<file path="config.mk">
export PLATFORM = sky130hd
export DESIGN_NAME = instmem_loader
export DESIGN_NICKNAME = d
export VERILOG_FILES = /design/src/rtl/instmem_loader.sv
export SDC_FILE = /design/constraint.sdc
export NUM_CORES = 1
export LEC_CHECK = 0
export CORE_ASPECT_RATIO = 0.5
export CORE_MARGIN = 2
export CORE_UTILIZATION = 54
export CTS_CLUSTER_SIZE = 12
export DETAILED_ROUTE_END_ITERATION = 7
export PLACE_DENSITY = 0.77
export SYNTH_ARGS = -nofsm -noshare
export SYNTH_HDL_FRONTEND = slang
export SYNTH_SLANG_ARGS = --single-unit
</file>
<file path="constraint.sdc">
create_clock -name clk -period 2.2 [get_ports clk]
set_input_delay 0.44 -clock clk [delete_from_list [all_inputs] [get_ports clk]]
set_output_delay 0.44 -clock clk [all_outputs]
set_load 0.005 [all_outputs]
</file>
<file path="src/rtl/instmem_loader.sv">
// Program loader: assembles a framed big-endian byte stream into 16-bit words,
// writes them to instruction memory from address 0, then restarts the processor.
module instmem_loader #(
   parameter int ADDR_W         = 6,
   parameter int DATA_W         = 16,
   parameter int DEPTH          = 64,
   parameter int RESTART_CYCLES = 2
) (
   input  logic              clk,
   input  logic              rst,
   input  logic              start,
   input  logic [7:0]        byte_in,
   input  logic              byte_valid,
   output logic              byte_ready,
   output logic              wr_en,
   output logic [ADDR_W-1:0] wr_addr,
   output logic [DATA_W-1:0] wr_data,
   output logic              hold_proc,
   output logic              restart_out,
   output logic              busy,
   output logic              done,
   output logic              err,
   output logic [6:0]        word_count
);

   typedef enum logic [2:0] {
      IDLE    = 3'd0,
      LEN     = 3'd1,
      HI      = 3'd2,
      LO      = 3'd3,
      CSUM    = 3'd4,
      RESTART = 3'd5,
      DONE    = 3'd6,
      ERR     = 3'd7
   } state_t;

   localparam logic [7:0] RC_LAST = 8'(RESTART_CYCLES - 1);
   localparam logic [7:0] DEPTH_B = 8'(DEPTH);

   state_t      state;
   state_t      state_nxt;
   logic        accept;
   logic        load_start;
   logic        len_ok;
   logic [7:0]  hi_byte;
   logic [7:0]  csum;
   logic [6:0]  n_len;
   logic [7:0]  rcnt;
   logic [6:0]  count_inc;

   assign accept     = byte_valid && byte_ready;
   assign load_start = start && (state == IDLE || state == DONE || state == ERR);
   assign len_ok     = (byte_in != 8'd0) && (byte_in <= DEPTH_B);
   assign count_inc  = word_count + 7'd1;

   // State register
   always_ff @(posedge clk or negedge rst) begin
      if (!rst) begin
         state <= IDLE;
      end else begin
         state <= state_nxt;
      end
   end

   // Next-state logic
   always_comb begin
      state_nxt = state;
      case (state)
         IDLE, DONE, ERR: begin
            if (load_start) state_nxt = LEN;
         end
         LEN: begin
            if (accept) state_nxt = len_ok ? HI : ERR;
         end
         HI: begin
            if (accept) state_nxt = LO;
         end
         LO: begin
            if (accept) state_nxt = (count_inc < n_len) ? HI : CSUM;
         end
         CSUM: begin
            if (accept) state_nxt = (byte_in == csum) ? RESTART : ERR;
         end
         RESTART: begin
            if (rcnt == RC_LAST) state_nxt = DONE;
         end
         default: state_nxt = IDLE;
      endcase
   end

   // Outputs decoded from state; ERR keeps the processor held so a corrupt program never runs
   always_comb begin
      byte_ready  = 1'b0;
      hold_proc   = 1'b0;
      restart_out = 1'b0;
      busy        = 1'b0;
      done        = 1'b0;
      err         = 1'b0;
      case (state)
         LEN, HI, LO, CSUM: begin
            byte_ready = 1'b1;
            hold_proc  = 1'b1;
            busy       = 1'b1;
         end
         RESTART: begin
            restart_out = 1'b1;
            hold_proc   = 1'b1;
            busy        = 1'b1;
         end
         DONE: done = 1'b1;
         ERR: begin
            err       = 1'b1;
            hold_proc = 1'b1;
         end
         default: ;
      endcase
   end

   // Datapath: word assembly, write strobe, checksum and counters
   always_ff @(posedge clk or negedge rst) begin
      if (!rst) begin
         wr_en      <= 1'b0;
         wr_addr    <= '0;
         wr_data    <= '0;
         word_count <= '0;
         hi_byte    <= '0;
         csum       <= '0;
         n_len      <= '0;
         rcnt       <= '0;
      end else begin
         wr_en <= 1'b0;
         case (state)
            IDLE, DONE, ERR: begin
               if (load_start) begin
                  word_count <= '0;
                  csum       <= '0;
                  wr_addr    <= '0;
                  rcnt       <= '0;
               end
            end
            LEN: begin
               if (accept) n_len <= byte_in[6:0];
            end
            HI: begin
               if (accept) begin
                  hi_byte <= byte_in;
                  csum    <= csum ^ byte_in;
               end
            end
            LO: begin
               if (accept) begin
                  wr_data    <= DATA_W'({hi_byte, byte_in});
                  wr_addr    <= word_count[ADDR_W-1:0];
                  wr_en      <= 1'b1;
                  csum       <= csum ^ byte_in;
                  word_count <= count_inc;
               end
            end
            CSUM: begin
               if (accept) rcnt <= '0;
            end
            RESTART: rcnt <= rcnt + 8'd1;
            default: ;
         endcase
      end
   end

endmodule

</file>
# [Word-level counts from Yosys, hierarchy flattened]
# Index checks and enable logic that the tools add are counted.
# Widths: inputs -> output; s select.
[totals] register_bits=64 mem_bits_rw=0 rom_bits=0 latchBits=0 n_memories=0 out_inout_bits=36
[op_classes] eq_ne=16 addsub=2 mul=0 muxes=29 bitwise_logic=1 reduce_logical=22 magnitude_cmp=2 div_mod_pow=0 shifts=0
[ops] cell="$mux 3" n=8
[ops] cell="$mux 8" n=3
[ops] cell="$pmux 8 s3" n=1
[ops] cell="$pmux 3 s6" n=1
[ops] cell="$pmux 8 s2" n=1
[ops] cell="$mux 7" n=2
[ops] cell="$pmux 7 s2" n=1
[ops] cell="$eq 3x3->1 const B" n=4
[ops] cell="$mux 6" n=2
[ops] cell="$ne 2x2->1 const B" n=6
[ops] cell="$pmux 6 s2" n=1
[ops] cell="$reduce_and 3->1" n=3
[ops] cell="$add 8x1->8 const B" n=1
[ops] cell="$eq 8x1->1 const B" n=1
[ops] cell="$eq 8x8->1" n=1
[ops] cell="$le 8x7->1 const B" n=1
[ops] cell="$mux 1" n=8
[ops] cell="$reduce_bool 8->1" n=1
[ops] cell="$xor 8x8->8" n=1
[ops] cell="$add 7x1->7 const B" n=1
[ops] cell="$lt 7x7->1" n=1
[ops] cell="$eq 3x2->1 const B" n=2
[ops] cell="$reduce_and 2->1" n=3
[ops] cell="$reduce_and 6->1" n=1
[ops] cell="13 further kinds" n=17

# [Longest topological paths before layout]
# Gate-level depths: netlist of run 1.
[logic_depth] depth_word=6 depth_mapped=9

# [Least setup slack after synthesis of run 1]
# No wires, ideal clock.
[synth_path] kind="reg-to-reg" startpoint="register word_count[0]" endpoint="register state[2]" path_slack_ns=0.149 t_arrival_ns=1.924 setup_ns=0.126 stages_incl_launch_ff=10 period_less_slack_ns=2.051 n_path_buf=0 path_cell_list="dfrtp_1 ha_1 nand3_1 nor2_1 xor2_1 ha_1 a21oi_1 o211a_1 nor3_1 o2bb2a_1"
[synth_between] elab_chain_len=5
[synth_lines] item="start, declared" line_no="23" text="output logic [6:0] word_count"
[synth_lines] item="start signal, assigned" line_no="156" text="word_count <= count_inc;"
[synth_lines] item="$add 7x1->7" line_no="54" text="assign count_inc = word_count + 7'd1;"
[synth_lines] item="$lt 7x7->1" line_no="79" text="if (accept) state_nxt = (count_inc < n_len) ? HI : CSUM;"
[synth_lines] item="$mux 3 (2 in a row)" line_no="79"
[synth_lines] item="$pmux 3 s6" line_no="68" text="case (state)"
[synth_lines] item="end signal, assigned" line_no="61" text="state <= state_nxt;"
[synth_lines] item="end, declared" line_no="40" text="state_t state;"
# Every way passes these cells. The select of a mux whose other input is x is not followed.
# A chain may end at the register's enable or synchronous reset.

# [Worst setup path in the final report of run 1]
[layout_path] startpoint="register state[1]" endpoint="output byte_ready"
[layout_between] elab_chain_len=3 word_cells_on_any_way=6 classes_between="eq/ne: 4; mux: 1; reduce/logical: 1"
[layout_lines] item="$eq 3x1->1, or another cell as far along" line_no="99" text="case (state)"
[layout_lines] item="$reduce_or 4->1 (*)" line_no="99"
[layout_lines] item="$mux 1 (*)" line_no="99"
[layout_lines] item="end, declared" line_no="14" text="output logic byte_ready,"
# Every way passes the cells marked *; elsewhere a longest branch is shown, timed or not.

==> results of run 1 <==
## worst max-delay path: cells and delay by family (launching register included)
kind | cells | cell delay (ps)
buf+inv | 2 | 690
simple gates | 1 | 180
flops | 1 | 390
xor+xnor | 1 | 130
## flip-flops by register name, indices dropped and copies added, names as in the netlist
name / flops
state: 3
n_len: 7
csum: 8
rcnt: 8
wr_data: 16
hi_byte: 8
word_count: 7
wr_en: 1
wr_addr: 6
## routing by layer
layer,routed length (um),part of all wire [%],vias up
met2,3600,47,87
met3,449,5.9,24
met1,3370,44,1315
met4,165,2.2,0
met5,0,0,-
li1,-,-,1255
## what timing repair did
action	CTS	global route
pin swaps	0	4
resized for setup	6	5
setup endpoints to repair	3	4
## path summary, 6_finish.rpt
kind / end / cells past startpoint
worst min register to register: wr_data[8] / 2
min in group clk: wr_data[8] / 2
worst max register to register: state[2] / 9
worst min-delay path: wr_addr[4] / 1
worst max-delay path: byte_ready / 4
max in group asynchronous: word_count[3] / 2
## cell type report
| type | instances | area (sq um) | share of cell area [%] |
|---|---|---|---|
| flip-flops and latches | 64 | 1600 | 39.0 |
| inverters | 12 | 45.0 | 1.09 |
| multi-input cells | 235 | 1420 | 34.6 |
| repair buffers | 73 | 672 | 16.3 |
| clock inverters | 7 | 55.1 | 1.34 |
| clock buffers | 9 | 225 | 5.47 |
| well taps | 73 | 91.3 | 2.22 |
## layout by cell type (no fill, tap or decap), types with 2 or more instances in the layout
cell type / netlist / layout
o21ai_0: 40 / 40
clkinvlp_4: 0 / 2
inv_2: 2 / 2
nand2b_1: 10 / 10
a31oi_1: 3 / 3
dfrtp_1: 64 / 62
nand2_1: 72 / 72
inv_1: 10 / 10
clkinv_4: 0 / 2
a21o_1: 2 / 2
inv_6: 0 / 2
clkdlybuf4s50_1: 0 / 45
xnor2_1: 11 / 11
o211ai_1: 2 / 2
and3_1: 3 / 3
nand3_1: 5 / 3
nand3_2: 0 / 2
ha_1: 9 / 8
clkbuf_16: 0 / 9
nor3_1: 4 / 3
nor2_2: 1 / 3
xor2_1: 3 / 3
nor2b_1: 2 / 2
nor2_1: 19 / 17
dfrtp_2: 0 / 2
a22o_1: 11 / 11
a21oi_1: 5 / 5
nand4_1: 6 / 6
mux2_2: 9 / 9
buf_4: 1 / 25
nor4b_1: 2 / 2
nor3_2: 1 / 2
## power by group through the flow
stage / clock, mW / combinational (mW) / sequential, mW
6_report: 1.32 / 2.20 / 1.86
5_1_grt: 1.39 / 2.44 / 1.91
4_1_cts: 1.33 / 2.20 / 1.85
3_5_place_dp: 0 / 2.15 / 1.86
3_3_place_gp: 0 / 2.07 / 1.83
2_1_floorplan: 0 / 1.22 / 1.84
## cells by family (layout without fill, tap and decap cells)
kind of cell,Yosys count,after routing,share of synthesized area [%]
compound gates,73,73,14.6
buf+inv,24,101,4.48
simple gates,129,129,18.6
fa+ha+maj,9,9,3.60
mux,10,10,3.56
xor+xnor,14,14,3.92
flops,64,64,51.2
## metrics by stage
step / hold WS [ps] / instance area (sq um) / setup slack [ps] / std cells
final: 19.7 / 4120 / 37.2 / 473
after global routing: 30.1 / 4120 / -36.6 / 473
after CTS: 24.0 / 4090 / 4.67 / 473
after detailed placement: 372 / 3800 / -166 / 457
after global placement: 367 / 3800 / -131 / 457
after floorplan: 144 / 3130 / 149 / 323
==> qor.txt, run 1 <==
Critical Path Start: state[1]
delay of the slowest critical-path stage: 510 ps
max-slew violations: 0
register area share after synthesis: 51.2%
P_int: 3.48 mW
Post-CTS Setup Inserts: 0
antenna-violating nets left: 0
busiest layer in global routing: met2
layout cell share with drive strength beyond 1: 16.5%
Post-synth top cells: 72 x nand2_1, 64 x dfrtp_1, 40 x o21ai_0, 19 x nor2_1
Via Count: 2681
core outline area: 5540 sq um
unrepaired setup endpoints after global routing: yes
most common flop cell mapped by yosys: dfrtp_1
RePlAce Congestion: 0.847
Syn Area/Cell: 9.68 sq um
root cell of the clock tree: clkbuf_16
P_leak: 1.91 nW
HP Class: input port to asynchronous set/reset pin
met1 usage in global routing: 32.8%
starting density of the core: 56.4%
clk_lat worst skew: 330 ps
pin count of the biggest net entering global routing: 37
Total Neg Setup Slack: 0 ps
# fillers: 390
die width: 112 um
Pwr Total: 5.39 mW
reg2reg start: word_count[0]
R2R setup slack: 90 ps
Post-synth EDFFs: 0
run status: completed
Critical Path RT: 1760 ps
peak supply drop: 0.722 mV
clock power share: 24.5%
PortBufs: 47
PD cells: 1310 nW/um^2
htree depth: 3
initial antenna violation count: 0
Seq pwr share: 34.5%
vias in the first global route: 2633
path type of the worst setup path: flop to output port
fmax: 0.462 GHz
Clock Path Buffers: 2
asr flop ratio synth: 100%
Final Skew: 5.29 ps
critical path launch point type: flop
antenna cells: 0
period utilization: 98.3%
Netlist Area Pre-Place: 3130 sq um
post-synthesis register bit count: 64
Tmin final: 2160 ps
grt met2 use: 40.8%
post-synth top area share: 51.2%
Relative slew margins: 44.5%
DRC Markers: 0
NetSw: 1.90 mW
final core utilization: 74.3%
critical-path cell list: buf_4, nor2_1, xnor2_1, clkdlybuf4s50_1
Worst Max-Slew Pin Slew: 822 ps
Overflow after GRT: 0
endpoint class of the critical path: output port
clk slew on worst S/H paths: 60 ps
Mapped Nets: 344
final setup violating endpoints: 0
Netlist cell types: 44
Ports: 48
Rows: 19
max_cap viols: 0
drt wl/cell: 16.0 um
ranking of synthesized cells by area: dfrtp_1 51%, nand2_1 8.6%, o21ai_0 6.4%
number of CTS-inserted buffers: 9
first-pass GRT wire length: 12.6 mm
Die ar.: 6450 sq um
Vias per Instance: 5.67
crit path DAT: 1720 ps
initial DRC count: 192
final-report hold violation count: 0
DP HPWL: 5.22 mm
Area Growth Syn to Fin: 31.6%
count leader, synth: nand2_1
Num Clock Sinks: 64
Combinational Power Share: 40.9%
Mapped Cells: 323
Detailed Routing Iterations Pass 1: 5
CTS tree: built
crit-path max FO: 13
switch share: 35.3%
Total Routed Length: 7.58 mm
die extent in y: 57.8 um
slowest CP cell: clkdlybuf4s50_1
Yosys warnings: 0
leading area contributor after synthesis: dfrtp_1
Hold Buf Count CTS: 0
Final nets: 416
global-route met3 utilization: 7.95%
gr usage total: 25.1%
Note: power is estimated with default switching activity, not from simulation.
==> run 2, diff against run 1 <==
--- a/config.mk
+++ b/config.mk
@@ -8,6 +8,7 @@
 export CORE_ASPECT_RATIO = 0.5
 export CORE_MARGIN = 2
 export CORE_UTILIZATION = 54
+export CTS_BUF_LIST = sky130_fd_sc_hd__clkbuf_16
 export CTS_CLUSTER_SIZE = 12
 export DETAILED_ROUTE_END_ITERATION = 7
 export PLACE_DENSITY = 0.77
==> results of run 2 <==
No change in the layout: final DEF, timing and power equal those of run 1.
==> run 3, diff against run 2 <==
==> constraint.sdc (replaced) <==
create_clock -name clk -period 2.25 [get_ports clk]
set_input_delay 0.45 -clock clk [delete_from_list [all_inputs] [get_ports clk]]
set_output_delay 0.45 -clock clk [all_outputs]
set_load 0.005 [all_outputs]
==> run 3 against run 2 <==
  * Setup slack got worse by 12 ps
  * Register-to-register slack got worse by 60 ps
  * Die area did not move
  * Core utilization fell by 0.34 points
  * Final area fell by 0.46%
  * Sequential share of layout area rose by 0.18 points
  * Clock skew fell by 2.3 ps
  * Non-clock buffer count did not move
  * Combinational power barely moved
  * Global-route usage fell by 0.36 points
  * First-iteration DRC count rose by 27%
  * Sequential power fell by 3%
  * Critical endpoint is now state[2]
  * Largest cell class unchanged
  * Largest power group unchanged
  * Highest routed layer unchanged
==> qor.txt, run 3 (synthesis results as in run 1) <==
run status: completed
crit-path max FO: 3 (-10)
slowest CP cell: dfrtp_1
critical path launch point type: flop
multi-input combinational cell area: 1410 sq um (-0.97%)
Ports: 48 (unchanged)
switch share: 34.9% (-0.36 points)
pin count of the biggest net entering global routing: 43 (+16%)
Critical Path RT: 2460 ps (+700 ps)
root cell of the clock tree: clkbuf_16
die extent in y: 57.8 um (unchanged)
crit path DAT: 2430 ps (+710 ps)
path type of the worst setup path: flop to flop
area occupied by registers: 1600 sq um (unchanged)
CTS tree: built
Clock Path Buffers: 2 (unchanged)
delay of the slowest critical-path stage: 410 ps (-100 ps)
number of CTS-inserted buffers: 9 (unchanged)
final-report hold violation count: 0 (unchanged)
CP bufs+invs: 0 (-2)
period utilization: 98.9%
max-slew violations: 0 (unchanged)
DP HPWL: 5.02 mm (-3.8%)
drt wl/cell: 15.9 um (-0.69%)
# fillers: 408 (+4.6%)
PD cells: 1280 nW/um^2 (-2.3%)
layout cell share with drive strength beyond 1: 16.0% (-0.50 points)
Place WS: -133 ps (+32.8 ps)
Critical Path Start: word_count[1]
Via Count: 2657 (-0.90%)
HP Class: input port to asynchronous set/reset pin
clk_lat worst skew: 330 ps (about the same)
Worst Max-Slew Pin Slew: 791 ps (-30.6 ps)
P_int: 3.41 mW (-2.2%)
Final Skew: 3.01 ps (-2.28 ps)
Area Growth Syn to Fin: 31.0%
Total Routed Length: 7.53 mm (-0.69%)
final setup violating endpoints: 0 (unchanged)
critical-path cell list: ha_4, nand3_1, nor2_1, xor2_1, ha_1, a21oi_2, o211a_1, nor3_1, o2bb2a_1
Most flops, register: wr_data
Final nets: 416 (unchanged)
die width: 112 um (unchanged)
max reg flops: 16 (unchanged)
clock power share: 24.0% (-0.5 points)
core outline area: 5540 sq um (unchanged)
P_leak: 1.89 nW (-0.77%)
Die ar.: 6450 sq um (unchanged)
NetSw: 1.83 mW (-3.7%)
antenna-violating nets left: 0 (unchanged)
max_cap viols: 0 (unchanged)
gr usage total: 24.7% (-0.36 points)
DRC Markers: 0 (unchanged)
family with the most delay on the worst path: compound AO/OA/AOI/OAI gates
Overflow after GRT: 0 (unchanged)
antenna cells: 0 (unchanged)
Worst Setup Slack, final: 25.4 ps (-11.8 ps)
starting density of the core: 56.4% (unchanged)
Vias per Instance: 5.62 (-0.90%)
final core utilization: 74.0% (-0.34 points)
Num Clock Sinks: 64 (unchanged)
first-pass GRT wire length: 12.4 mm (-1.8%)
PortBufs: 47 (unchanged)
vias in the first global route: 2604 (-1.1%)
most frequent cells in the layout: 72 x nand2_1, 62 x dfrtp_1, 46 x clkdlybuf4s50_1
endpoint class of the critical path: flop
htree depth: 3 (unchanged)
initial antenna violation count: 0 (unchanged)
peak supply drop: 0.641 mV (-11%)
fmax: 0.450 GHz
Hold Buf Count CTS: 0 (unchanged)
Relative slew margins: 46.6% (+2.1 points)
initial DRC count: 243 (+27%)
commonest non-fill, non-tap cell in the layout: nand2_1
reg2reg start: word_count[1]
RePlAce Congestion: 0.849 (+0.27%)
Rows: 19 (unchanged)
Tmin final: 2220 ps
Detailed Routing Iterations Pass 1: 4 (-1)
Seq pwr share: 34.4% (about the same)
Combinational Power Share: 41.6% (+0.7 points)
clk slew on worst S/H paths: 60 ps (about the same)
==> run 3: per-layer routing <==
layer | vias up | wire, um | GRT usage [%]
met3 | 11 | 521 | 8.37
met4 | 0 | 108 | 7.76
li1 | 1252 | - | -
met2 | 98 | 3640 | 40.1
met5 | - | 0 | 0
met1 | 1296 | 3260 | 32.3
==> run 3: worst paths after layout <==
| path | to | slack, ps | cells past startpoint |
|---|---|---|---|
| setup / recovery | state[2] | 30 | 9 |
| hold / removal | word_count[4] | 100 | 1 |
| setup reg to reg | state[2] | 30 | 9 |
| hold reg to reg | wr_data[10] | 470 | 2 |
| max in group asynchronous | rcnt[1] | 1550 | 2 |
| min in group clk | wr_data[10] | 470 | 2 |
==> run 3: metrics by stage <==
step                TNS [ps]  hold slack (ps)  power, mW  cell area (sq um)  instances
floorplan                  0              154       3.00               3130        323
global placement       -98.5              445       3.81               3770        454
detailed placement      -133              459       3.91               3770        454
CTS                        0              113       5.21               4060        471
global route            -233              149       5.59               4100        473
finish                     0              103       5.24               4100        473
==> run 3: final cells by class <==
type	instances	share of cell area, %
tap	73	2.23
clock buffer	9	5.50
inverter	12	1.10
clock inverter	7	1.19
sequential	64	39.2
timing repair buffer	73	16.4
multi-input combinational	235	34.4
==> run 3: power groups by stage <==
stage | Clock [mW] | Combinational, mW | Sequential, mW
finish | 1.26 | 2.18 | 1.80
global route | 1.32 | 2.42 | 1.85
CTS | 1.27 | 2.14 | 1.81
detailed placement | 0 | 2.09 | 1.82
global placement | 0 | 2.03 | 1.79
floorplan | 0 | 1.20 | 1.80
==> run 3: what timing repair did <==
item                                    CTS  global route
endpoints found under the setup margin    2             3
pin swaps                                 0             5
gates resized for setup                   2             7
setup buffers                             1             2
==> run 3: worst reg2reg max path: stages (launching register included) <==
cell,delay [ps]
dfrtp_1,410
ha_4,160
nand3_1,110
nor2_1,190
xor2_1,220
ha_1,310
a21oi_2,160
o211a_1,220
nor3_1,50
o2bb2a_1,280
